==> config.mk <==
export PLATFORM = sky130hd
export DESIGN_NAME = if_fetch_queue_flat
export DESIGN_NICKNAME = d
export VERILOG_FILES = /design/src/rtl/if_fetch_queue_if.sv /design/src/rtl/if_fetch_queue.sv /design/src/flat_wrapper.sv
export SDC_FILE = /design/constraint.sdc
export NUM_CORES = 1
export LEC_CHECK = 0
export CAP_MARGIN = 20
export CORE_MARGIN = 3
export CORE_UTILIZATION = 48
export DETAILED_ROUTE_END_ITERATION = 8
export PLACE_DENSITY_LB_ADDON = 0.3
export SETUP_SLACK_MARGIN = 0.2
export SLEW_MARGIN = 30
export SYNTH_ARGS = -nofsm -noshare
export SYNTH_HDL_FRONTEND = slang
export SYNTH_SLANG_ARGS = --single-unit
export TNS_END_PERCENT = 20
==> constraint.sdc <==
create_clock -name clk -period 8.11 [get_ports clk]
set_clock_uncertainty 0.2 [all_clocks]
set_input_delay 1.2165 -clock clk [delete_from_list [all_inputs] [get_ports clk]]
set_output_delay 1.2165 -clock clk [all_outputs]
set_load 0.03 [all_outputs]
==> src/rtl/if_fetch_queue_if.sv <==
// Inst-SRAM-like request/response channel between the fetch queue and the AXI bridge.
interface if_fetch_queue_if;
  logic        req;
  logic        wr;
  logic [1:0]  size;
  logic [3:0]  wstrb;
  logic [31:0] addr;
  logic [31:0] wdata;
  logic        addr_ok;
  logic        data_ok;
  logic [31:0] rdata;

  modport master (
    output req, wr, size, wstrb, addr, wdata,
    input  addr_ok, data_ok, rdata
  );

  modport slave (
    input  req, wr, size, wstrb, addr, wdata,
    output addr_ok, data_ok, rdata
  );
endinterface

==> src/rtl/if_fetch_queue.sv <==
// IF stage: keeps several inst-SRAM reads in flight, buffers returned instructions in a FIFO
// for ID, handles redirects by discarding stale responses, and reports misaligned PCs as ADEF.
module if_fetch_queue #(
  parameter logic [31:0] RESET_PC        = 32'h1C00_0000,
  parameter int          IBUF_DEPTH      = 4,
  parameter int          MAX_OUTSTANDING = 2
) (
  input  logic              clk,
  input  logic              resetn,
  if_fetch_queue_if.master  inst_sram,
  input  logic              br_stall,
  input  logic              br_taken,
  input  logic [31:0]       br_target,
  input  logic              wb_ex,
  input  logic [31:0]       ex_entry,
  input  logic              ertn_flush,
  input  logic [31:0]       ertn_entry,
  input  logic              ds_allowin,
  output logic              fs2ds_valid,
  output logic [64:0]       fs2ds_bus
);

  localparam int CNT_W  = $clog2(MAX_OUTSTANDING + 1);
  localparam int FCNT_W = $clog2(IBUF_DEPTH + 1);
  localparam int FPTR_W = $clog2(IBUF_DEPTH);
  localparam int QPTR_W = (MAX_OUTSTANDING > 1) ? $clog2(MAX_OUTSTANDING) : 1;
  localparam int SUM_W  = ((FCNT_W > CNT_W) ? FCNT_W : CNT_W) + 1;

  logic [31:0]       pc_r;
  logic              halt;
  logic [CNT_W-1:0]  inflight;
  logic [CNT_W-1:0]  discard_cnt;
  logic [FCNT_W-1:0] fifo_count;
  logic [FPTR_W-1:0] rd_ptr;
  logic [FPTR_W-1:0] wr_ptr;
  logic [QPTR_W-1:0] pq_rd;
  logic [QPTR_W-1:0] pq_wr;
  logic [64:0]       fifo_mem [IBUF_DEPTH];
  logic [31:0]       pc_q     [MAX_OUTSTANDING];

  logic              redir;
  logic [31:0]       redir_target;
  logic [31:0]       fetch_addr;
  logic              mis;
  logic              halt_eff;
  logic [FCNT_W-1:0] live_cnt;
  logic [CNT_W-1:0]  live_inflight;
  logic [SUM_W-1:0]  occ;
  logic              req;
  logic              accepted;
  logic              data_ok;
  logic              push_data;
  logic              push_adef;
  logic              push;
  logic              pop;
  logic [64:0]       push_entry;
  logic [FPTR_W-1:0] wr_idx;

  function automatic logic [FPTR_W-1:0] fptr_inc(input logic [FPTR_W-1:0] p);
    if (p == FPTR_W'(IBUF_DEPTH - 1)) return '0;
    return p + 1'b1;
  endfunction

  function automatic logic [QPTR_W-1:0] qptr_inc(input logic [QPTR_W-1:0] p);
    if (p == QPTR_W'(MAX_OUTSTANDING - 1)) return '0;
    return p + 1'b1;
  endfunction

  assign inst_sram.wr    = 1'b0;
  assign inst_sram.size  = 2'b10;
  assign inst_sram.wstrb = 4'h0;
  assign inst_sram.wdata = 32'h0;
  assign inst_sram.req   = req;
  assign inst_sram.addr  = fetch_addr;
  assign data_ok         = inst_sram.data_ok;

  // Redirect selection and issue decision; space in the FIFO is reserved at issue time
  always_comb begin
    redir        = wb_ex | ertn_flush | br_taken;
    redir_target = wb_ex ? ex_entry : (ertn_flush ? ertn_entry : br_target);
    fetch_addr   = redir ? redir_target : pc_r;
    mis          = (fetch_addr[1:0] != 2'b00);
    halt_eff     = halt & ~redir;
    live_cnt     = redir ? '0 : fifo_count;
    live_inflight = inflight - discard_cnt;
    occ          = SUM_W'(live_cnt) + SUM_W'(live_inflight);
    req          = resetn & ~br_stall & ~halt_eff & ~mis
                 & (inflight < CNT_W'(MAX_OUTSTANDING))
                 & (occ < SUM_W'(IBUF_DEPTH));
    accepted     = req & inst_sram.addr_ok;
    push_data    = data_ok & ~redir & (discard_cnt == '0);
    push_adef    = mis & ~halt_eff & (live_inflight == '0)
                 & (live_cnt < FCNT_W'(IBUF_DEPTH));
    push         = push_data | push_adef;
    pop          = fs2ds_valid & ds_allowin & ~redir;
    push_entry   = push_adef ? {32'h0, fetch_addr, 1'b1}
                             : {inst_sram.rdata, pc_q[pq_rd], 1'b0};
    wr_idx       = redir ? '0 : wr_ptr;
  end

  assign fs2ds_valid = (fifo_count != '0);
  assign fs2ds_bus   = fifo_mem[rd_ptr];

  // Control state: PC, halt, counters and queue pointers
  always_ff @(posedge clk) begin
    if (!resetn) begin
      pc_r        <= RESET_PC;
      halt        <= 1'b0;
      inflight    <= '0;
      discard_cnt <= '0;
      fifo_count  <= '0;
      rd_ptr      <= '0;
      wr_ptr      <= '0;
      pq_rd       <= '0;
      pq_wr       <= '0;
    end else begin
      pc_r     <= accepted ? fetch_addr + 32'd4 : fetch_addr;
      halt     <= push_adef ? 1'b1 : (redir ? 1'b0 : halt);
      inflight <= inflight + CNT_W'(accepted) - CNT_W'(data_ok);

      // Every request still outstanding before a redirect belongs to the old stream
      if (redir)
        discard_cnt <= inflight - CNT_W'(data_ok);
      else if (data_ok && (discard_cnt != '0))
        discard_cnt <= discard_cnt - 1'b1;

      if (accepted) pq_wr <= qptr_inc(pq_wr);
      if (data_ok)  pq_rd <= qptr_inc(pq_rd);

      if (redir) begin
        rd_ptr     <= '0;
        wr_ptr     <= push ? fptr_inc('0) : '0;
        fifo_count <= push ? FCNT_W'(1) : '0;
      end else begin
        if (push) wr_ptr <= fptr_inc(wr_ptr);
        if (pop)  rd_ptr <= fptr_inc(rd_ptr);
        fifo_count <= fifo_count + FCNT_W'(push) - FCNT_W'(pop);
      end
    end
  end

  // Storage for instruction entries and in-flight PCs
  always_ff @(posedge clk) begin
    if (push)     fifo_mem[wr_idx] <= push_entry;
    if (accepted) pc_q[pq_wr]      <= fetch_addr;
  end

endmodule

==> src/flat_wrapper.sv <==
// flat-port wrapper written by rule: the top's interface ports become plain ports
module if_fetch_queue_flat 
#(
  parameter logic [31:0] RESET_PC        = 32'h1C00_0000,
  parameter int          IBUF_DEPTH      = 4,
  parameter int          MAX_OUTSTANDING = 2
)
  (clk, resetn, br_stall, br_taken, br_target, wb_ex, ex_entry, ertn_flush, ertn_entry, ds_allowin, fs2ds_valid, fs2ds_bus, inst_sram_req, inst_sram_wr, inst_sram_size, inst_sram_wstrb, inst_sram_addr, inst_sram_wdata, inst_sram_addr_ok, inst_sram_data_ok, inst_sram_rdata);
  if_fetch_queue_if inst_sram_i ();
  input  logic clk;
  input  logic resetn;
  input  logic br_stall;
  input  logic br_taken;
  input  logic [31:0] br_target;
  input  logic wb_ex;
  input  logic [31:0] ex_entry;
  input  logic ertn_flush;
  input  logic [31:0] ertn_entry;
  input  logic ds_allowin;
  output logic fs2ds_valid;
  output logic [64:0] fs2ds_bus;
  output wire logic [$bits(inst_sram_i.req)-1:0] inst_sram_req;
  output wire logic [$bits(inst_sram_i.wr)-1:0] inst_sram_wr;
  output wire logic [$bits(inst_sram_i.size)-1:0] inst_sram_size;
  output wire logic [$bits(inst_sram_i.wstrb)-1:0] inst_sram_wstrb;
  output wire logic [$bits(inst_sram_i.addr)-1:0] inst_sram_addr;
  output wire logic [$bits(inst_sram_i.wdata)-1:0] inst_sram_wdata;
  input wire logic [$bits(inst_sram_i.addr_ok)-1:0] inst_sram_addr_ok;
  input wire logic [$bits(inst_sram_i.data_ok)-1:0] inst_sram_data_ok;
  input wire logic [$bits(inst_sram_i.rdata)-1:0] inst_sram_rdata;
  assign inst_sram_req = inst_sram_i.req;
  assign inst_sram_wr = inst_sram_i.wr;
  assign inst_sram_size = inst_sram_i.size;
  assign inst_sram_wstrb = inst_sram_i.wstrb;
  assign inst_sram_addr = inst_sram_i.addr;
  assign inst_sram_wdata = inst_sram_i.wdata;
  assign inst_sram_i.addr_ok = inst_sram_addr_ok;
  assign inst_sram_i.data_ok = inst_sram_data_ok;
  assign inst_sram_i.rdata = inst_sram_rdata;
  if_fetch_queue #(.RESET_PC(RESET_PC), .IBUF_DEPTH(IBUF_DEPTH), .MAX_OUTSTANDING(MAX_OUTSTANDING)) u_core (.clk(clk), .resetn(resetn), .inst_sram(inst_sram_i), .br_stall(br_stall), .br_taken(br_taken), .br_target(br_target), .wb_ex(wb_ex), .ex_entry(ex_entry), .ertn_flush(ertn_flush), .ertn_entry(ertn_entry), .ds_allowin(ds_allowin), .fs2ds_valid(fs2ds_valid), .fs2ds_bus(fs2ds_bus));
endmodule
==> results of run 1 <==
## metrics by stage
stage | instances | power (µW) | setup slack (ns) | utilization
3_3_place_gp | 1680 | 3460 | 2.09 | 0.570
3_5_place_dp | 1682 | 3490 | 2.11 | 0.571
6_report | 1749 | 5050 | 2.26 | 0.607
2_1_floorplan | 1088 | 3060 | 0.353 | -
5_1_grt | 1749 | 5260 | 2.05 | 0.607
4_1_cts | 1748 | 5100 | 2.25 | 0.606
## layout make-up
cell class / count / area [µm²]
sequential: 373 / 10700
fill: 2542 / 12900
timing repair buffer: 251 / 2520
multi-input combinational: 595 / 4870
tap: 442 / 553
inverter: 22 / 82.6
clock buffer: 49 / 1010
clock inverter: 17 / 128
## flip-flops by register name, indices dropped and copies added (netlist names), named ones only
signal and cells:
u_core.fifo_mem 260, u_core.pc_q 64, u_core.pc_r 32, u_core.fifo_count 3, u_core.discard_cnt 2, u_core.inflight 2, u_core.rd_ptr 2, u_core.wr_ptr 2
u_core.halt 1, u_core.pq_rd 1, u_core.pq_wr 1
## power groups by stage
stage	clock network, µW	registers [µW]	logic (µW)
after detailed placement	0	2400	1100
after floorplan	0	2390	669
final	1610	2350	1090
after CTS	1650	2360	1100
after global placement	0	2390	1070
after global routing	1730	2370	1160
## critical path: stages
cell and delay [ns]:
clkdlybuf4s50_1 0.73, nor3_4 0.68, buf_4 0.38, a22o_1 0.19, or2_0 0.44, clkdlybuf4s50_1 0.78
## how the worst max path moves through the flow
stage	to	start	depth (start not counted)
2_1_floorplan	u_core.fifo_mem[2][0]$_DFFE_PP_	wb_ex	8
3_3_place_gp	u_core.fifo_mem[3][42]$_DFFE_PP_	ertn_flush	10
3_5_place_dp	u_core.fifo_mem[2][42]$_DFFE_PP_	ertn_flush	10
4_1_cts	inst_sram_addr[19]	ertn_flush	6
5_1_grt	inst_sram_req	ertn_flush	9
6_report	inst_sram_addr[19]	ertn_flush	6
## cell families (layout without fill, tap and decap cells)
group	after synthesis	count (layout)	synth area share
AND/OR/NAND/NOR	281	281	0.0960
XOR/XNOR	22	22	0.0120
buffers and inverters	120	339	0.0424
other	2	39	0.000467
AO/OA/AOI/OAI	132	132	0.0547
adder cells (fa/ha/maj)	11	11	0.00902
multiplexers	110	110	0.119
flip-flops	373	373	0.666
## routing by layer
| metal | part of all wire | up-vias |
|---|---|---|
| li1 | - | 4391 |
| met4 | 0.030 | 0 |
| met1 | 0.41 | 4685 |
| met2 | 0.49 | 385 |
| met5 | 0 | - |
| met3 | 0.070 | 70 |
## placed cells by master (no fill, tap or decap), types with 10 or more instances in the layout
master / instances
edfxtp_1: 324
clkdlybuf4s50_1: 234
nand2_1: 83
mux4_2: 65
dfxtp_1: 46
nor2_1: 44
nor2b_1: 41
mux2i_1: 39
o21ai_0: 39
conb_1: 39
clkbuf_16: 38
a21oi_1: 32
inv_1: 21
nand3b_1: 17
xnor2_1: 17
nand3_1: 16
a31oi_1: 11
nor3_1: 11
ha_1: 10
## cells in the mapped netlist (5+ instances only)
master	instances	area [µm²]
edfxtp_1	324	9730
nand2_1	83	312
mux4_2	65	1460
dfxtp_1	49	981
nor2_1	46	173
buf_4	44	330
nor2b_1	42	263
mux2i_1	39	390
o21ai_0	39	195
clkbuf_1	33	124
a21oi_1	32	160
inv_1	21	78.8
nand3b_1	17	128
xnor2_1	17	149
nand3_1	16	80.1
nor3_1	13	65.1
a31oi_1	11	68.8
ha_1	10	125
and2_1	9	56.3
nand4_1	8	50.1
buf_2	7	35.0
nor4_1	7	43.8
a22o_1	6	52.6
and3_1	6	37.5
buf_1	6	22.5
buf_6	6	67.6
a211oi_1	5	37.5
nand2b_1	5	31.3
xor2_1	5	43.8
==> impl_metrics.py, run 1 <==
metrics = {
    "global_route": {
        "grt_pass1_wl_um": 56800,
        "grt_pass1_vias": 9897,
        "grtUsageMet2": 0.351,
        "use_met3": 0.0405,
        "grt_most_used_layer": "met2",
        "grt_max_degree": 82,
        "overflow": 0,
        "grtUsageTotal": 0.206,
        "use_met1": 0.270,
        "antenna_found_initial": 0,
    },
    "logic_synthesis": {
        "ys_warn_count": 0,
        "synth_edf_count": 324,
        "ys_ff_latch": 373,
        "yosysSeqAreaShare": 0.666,
        "synth-main-ff-cell": "edfxtp_1",
        "syn_inst": 1051,
        "async_reset_ff_frac": 0,
        "synthDistinctLibCells": 72,
        "syn_avg_cell_area_um2": 15.3,
        "syn_area_um2": 16100,
    },
    "clock_network": {
        "clock_sinks": 373,
        "cts-resized-gates": 0,
        "htree_num_levels": 2,
        "clkTransAtPathRegs_ns": 0.06,
        "clk_latency_ns": 0.53,
        "cts_buffer_depth": 3,
        "post-cts-setup-buffer-count": 0,
        "hold_buffers": 0,
        "cts_tree": "yes",
        "clockRootBuffer": "clkbuf_16",
        "cts_buffers": 38,
    },
    "power": {
        "p_leak_uw": 0.00663,
        "internal_power_uw": 3650,
        "sw_frac_of_total": 0.277,
        "irDropWorstVdd_mv": 0.121,
        "pwr_density_cell_nw_per_um2": 254,
        "seqPwrFrac": 0.466,
        "clockPowerShare": 0.319,
        "pwr-share-comb": 0.215,
        "p_switching_uw": 1400,
    },
    "setup_path": {
        "end_kind": "output pin",
        "cp-start-kind": "input pin",
        "r2r_cells": 11,
        "arrival_ns": 4.44,
        "rr_endpoint": "u_core.pc_r[31]$_SDFF_PN0_",
        "ff2ff_setup_slack_ns": 4.44,
        "critPathRequiredTime_ns": 6.69,
        "r2r_start": "u_core.discard_cnt[0]$_SDFFE_PN0P_",
        "cp_max_fo": 20,
        "critPathKind": "in2out",
    },
    "routing": {
        "viasPerCell": 5.45,
        "drtIter0Drc": 584,
        "wl_um": 37000,
        "wl_per_cell_um": 21.2,
        "dr.pass1.iters": 5,
        "via_count": 9531,
        "drcViolationCount": 0,
        "ant_nets": 0,
    },
    "floorplan": {
        "die_y_um": 189,
        "die_area_um2": 35700,
        "initial_core_util": 0.491,
        "core_um2": 32800,
        "ioPinCount": 275,
        "die_w_um": 189,
        "num_rows": 66,
    },
    "sta": {
        "final-setup-viol-count": 0,
        "period_needed_ns": 5.85,
        "hold_viol": 0,
        "final_max_slew_viol_count": 0,
        "relSlewSlack": 0.428,
        "rsz0062_at_grt": "false",
        "timing.final.crit_share": 0.722,
        "tns_ns": 0,
        "holdWs_ns": 0.293,
        "fmaxAchievable_mhz": 171,
        "worst_pin_slew_ns": 0.858,
    },
    "min_path": {
        "whs_path_depth": 2,
        "worstHoldStart": "u_core.halt$_SDFFE_PN0P_",
        "hp-class": "reg2reg",
        "worstHoldEndpoint": "u_core.halt$_SDFFE_PN0P_",
    },
    "run": {
        "drv_cap": 0,
    },
    "place": {
        "placed_area_um2": 18700,
        "gp_congestion": 0.928,
        "place.port_buffers": 235,
        "hpwlAfterDp_um": 24400,
    },
    "layout": {
        "finalNetCount": 1429,
        "design_area_um2": 19900,
        "area_growth_pct": 23.7,
        "antenna_cells": 0,
        "drive_gt1_frac": 0.129,
    },
    "status": {
        "run_status": "complete, no violations",
    },
}
Note: power is estimated with default switching activity, not from simulation.
==> run 2, diff against run 1 <==
- clock period: 8.11 -> 5.7 ns (I/O delays scaled with it)
==> impl_metrics.py, run 2 (synthesized netlist as in run 1, its figures left out) <==
metrics = {
    "floorplan": {
        "num_rows": 66,
        "die_y_um": 189,
        "die_w_um": 189,
        "ioPinCount": 275,
        "initial_core_util": 0.491,
        "core_um2": 32800,
        "die_area_um2": 35700,
    },
    "routing": {
        "via_count": 9697,
        "wl_um": 37200,
        "ant_nets": 0,
        "viasPerCell": 5.52,
        "drcViolationCount": 0,
        "drtIter0Drc": 762,
        "wl_per_cell_um": 21.2,
        "dr.pass1.iters": 4,
    },
    "global_route": {
        "grtUsageTotal": 0.206,
        "antenna_found_initial": 0,
        "overflow": 0,
        "grt_max_degree": 66,
        "grt_pass1_wl_um": 56600,
        "grt_pass1_vias": 9724,
    },
    "setup_path": {
        "r2r_start": "u_core.discard_cnt[0]$_SDFFE_PN0P_",
        "arrival_ns": 3.46,
        "critPathLaunch": "br_taken",
        "cp-start-kind": "input pin",
        "critPathKind": "in2out",
        "end_kind": "output pin",
        "cp_max_fo": 34,
        "critPathRequiredTime_ns": 4.64,
        "r2r_cells": 11,
    },
    "layout": {
        "area_growth_pct": 24.5,
        "largest-register": "u_core.fifo_mem",
        "antenna_cells": 0,
        "final.fill_count": 2520,
        "layout_common_cells": "edfxtp_1, clkdlybuf4s50_1, nand2_1, mux4_2, dfxtp_1",
        "largest_register_ffs": 260,
        "design_area_um2": 20000,
        "drive_gt1_frac": 0.138,
        "largestRegisters": "u_core.fifo_mem (260), u_core.pc_q (64), u_core.pc_r (32)",
        "finalNetCount": 1433,
        "regArea_um2": 10700,
        "multiInputGateArea_um2": 4880,
        "final_common_cell": "edfxtp_1",
    },
    "power": {
        "pwr_density_cell_nw_per_um2": 366,
        "total_power_uw": 7330,
        "irDropWorstVdd_mv": 0.207,
        "p_leak_uw": 0.00671,
    },
    "clock_network": {
        "clk_latency_ns": 0.52,
        "htree_num_levels": 2,
        "cts_buffers": 38,
        "post-cts-setup-buffer-count": 0,
        "hold_buffers": 0,
        "clock_sinks": 373,
        "clkTransAtPathRegs_ns": 0.06,
        "cts_tree": "yes",
        "cts_buffer_depth": 3,
        "clockRootBuffer": "clkbuf_16",
        "cts-resized-gates": 0,
    },
    "run": {
        "drv_cap": 0,
    },
    "sta": {
        "hold_viol": 0,
        "final_max_slew_viol_count": 0,
        "worst_pin_slew_ns": 0.889,
        "final-setup-viol-count": 0,
        "fmaxAchievable_mhz": 222,
        "relSlewSlack": 0.407,
        "timing.final.crit_share": 0.792,
        "rsz0062_at_grt": "false",
        "period_needed_ns": 4.51,
    },
    "place": {
        "hpwlAfterDp_um": 24400,
        "placed_area_um2": 18800,
        "place.port_buffers": 235,
        "gp_congestion": 0.842,
    },
    "status": {
        "run_status": "complete, no violations",
    },
    "min_path": {
        "hp-class": "reg2reg",
        "whs_path_depth": 2,
        "worstHoldStart": "u_core.rd_ptr[1]$_SDFFE_PP0N_",
    },
}
## run 2: final cells by class
type / instances / area share
multi-input cells: 595 / 0.244
repair buffers: 255 / 0.128
inverters: 22 / 0.00412
flip-flops and latches: 373 / 0.535
well taps: 442 / 0.0276
clock inverters: 12 / 0.00406
clock buffers: 58 / 0.0574
## run 2: path summary, 6_finish.rpt
check	endpoint	slack, ns
hold / removal	register	0.29
setup / recovery	inst_sram_addr[24]	1.19
setup reg to reg	u_core.pc_r[25]$_SDFF_PN0_	2.17
hold reg to reg	register	0.29
## run 2: critical path: stages
cell and delay [ns]:
clkdlybuf4s50_1 0.48, buf_4 0.37, nor3_4 0.04, buf_4 0.27, a221oi_1 0.49, inv_1 0.27
clkdlybuf4s50_1 0.65
## run 2: where the power goes
group	switching [µW]	internal (µW)	leakage, µW
Sequential	49.8	3300	0.00337
Clock	973	1440	0.000603
Combinational	970	605	0.00273
## run 2: routing by layer
layer  up-vias  part of all wire  wire length [µm]  global-route usage
li1       4404                 -                 -                   -
met1      4823              0.42             15800               0.278
met2       412              0.48             17900               0.344
met5         -                 0                 0                   0
met4         0             0.023               852              0.0553
met3        58             0.072              2690              0.0439
## run 2: metrics by stage
step / TNS, ns / setup WS (ns) / util / hold WS, ns / cells
after CTS: 0 / 1.19 / 0.611 / 0.292 / 1757
after detailed placement: 0 / 1.22 / 0.573 / 0.269 / 1687
after global placement: 0 / 1.22 / 0.573 / 0.257 / 1686
final: 0 / 1.19 / 0.611 / 0.290 / 1757
after floorplan: -103.63 / -1.59 / - / 0.253 / 1088
after global routing: 0 / 1.04 / 0.611 / 0.315 / 1757
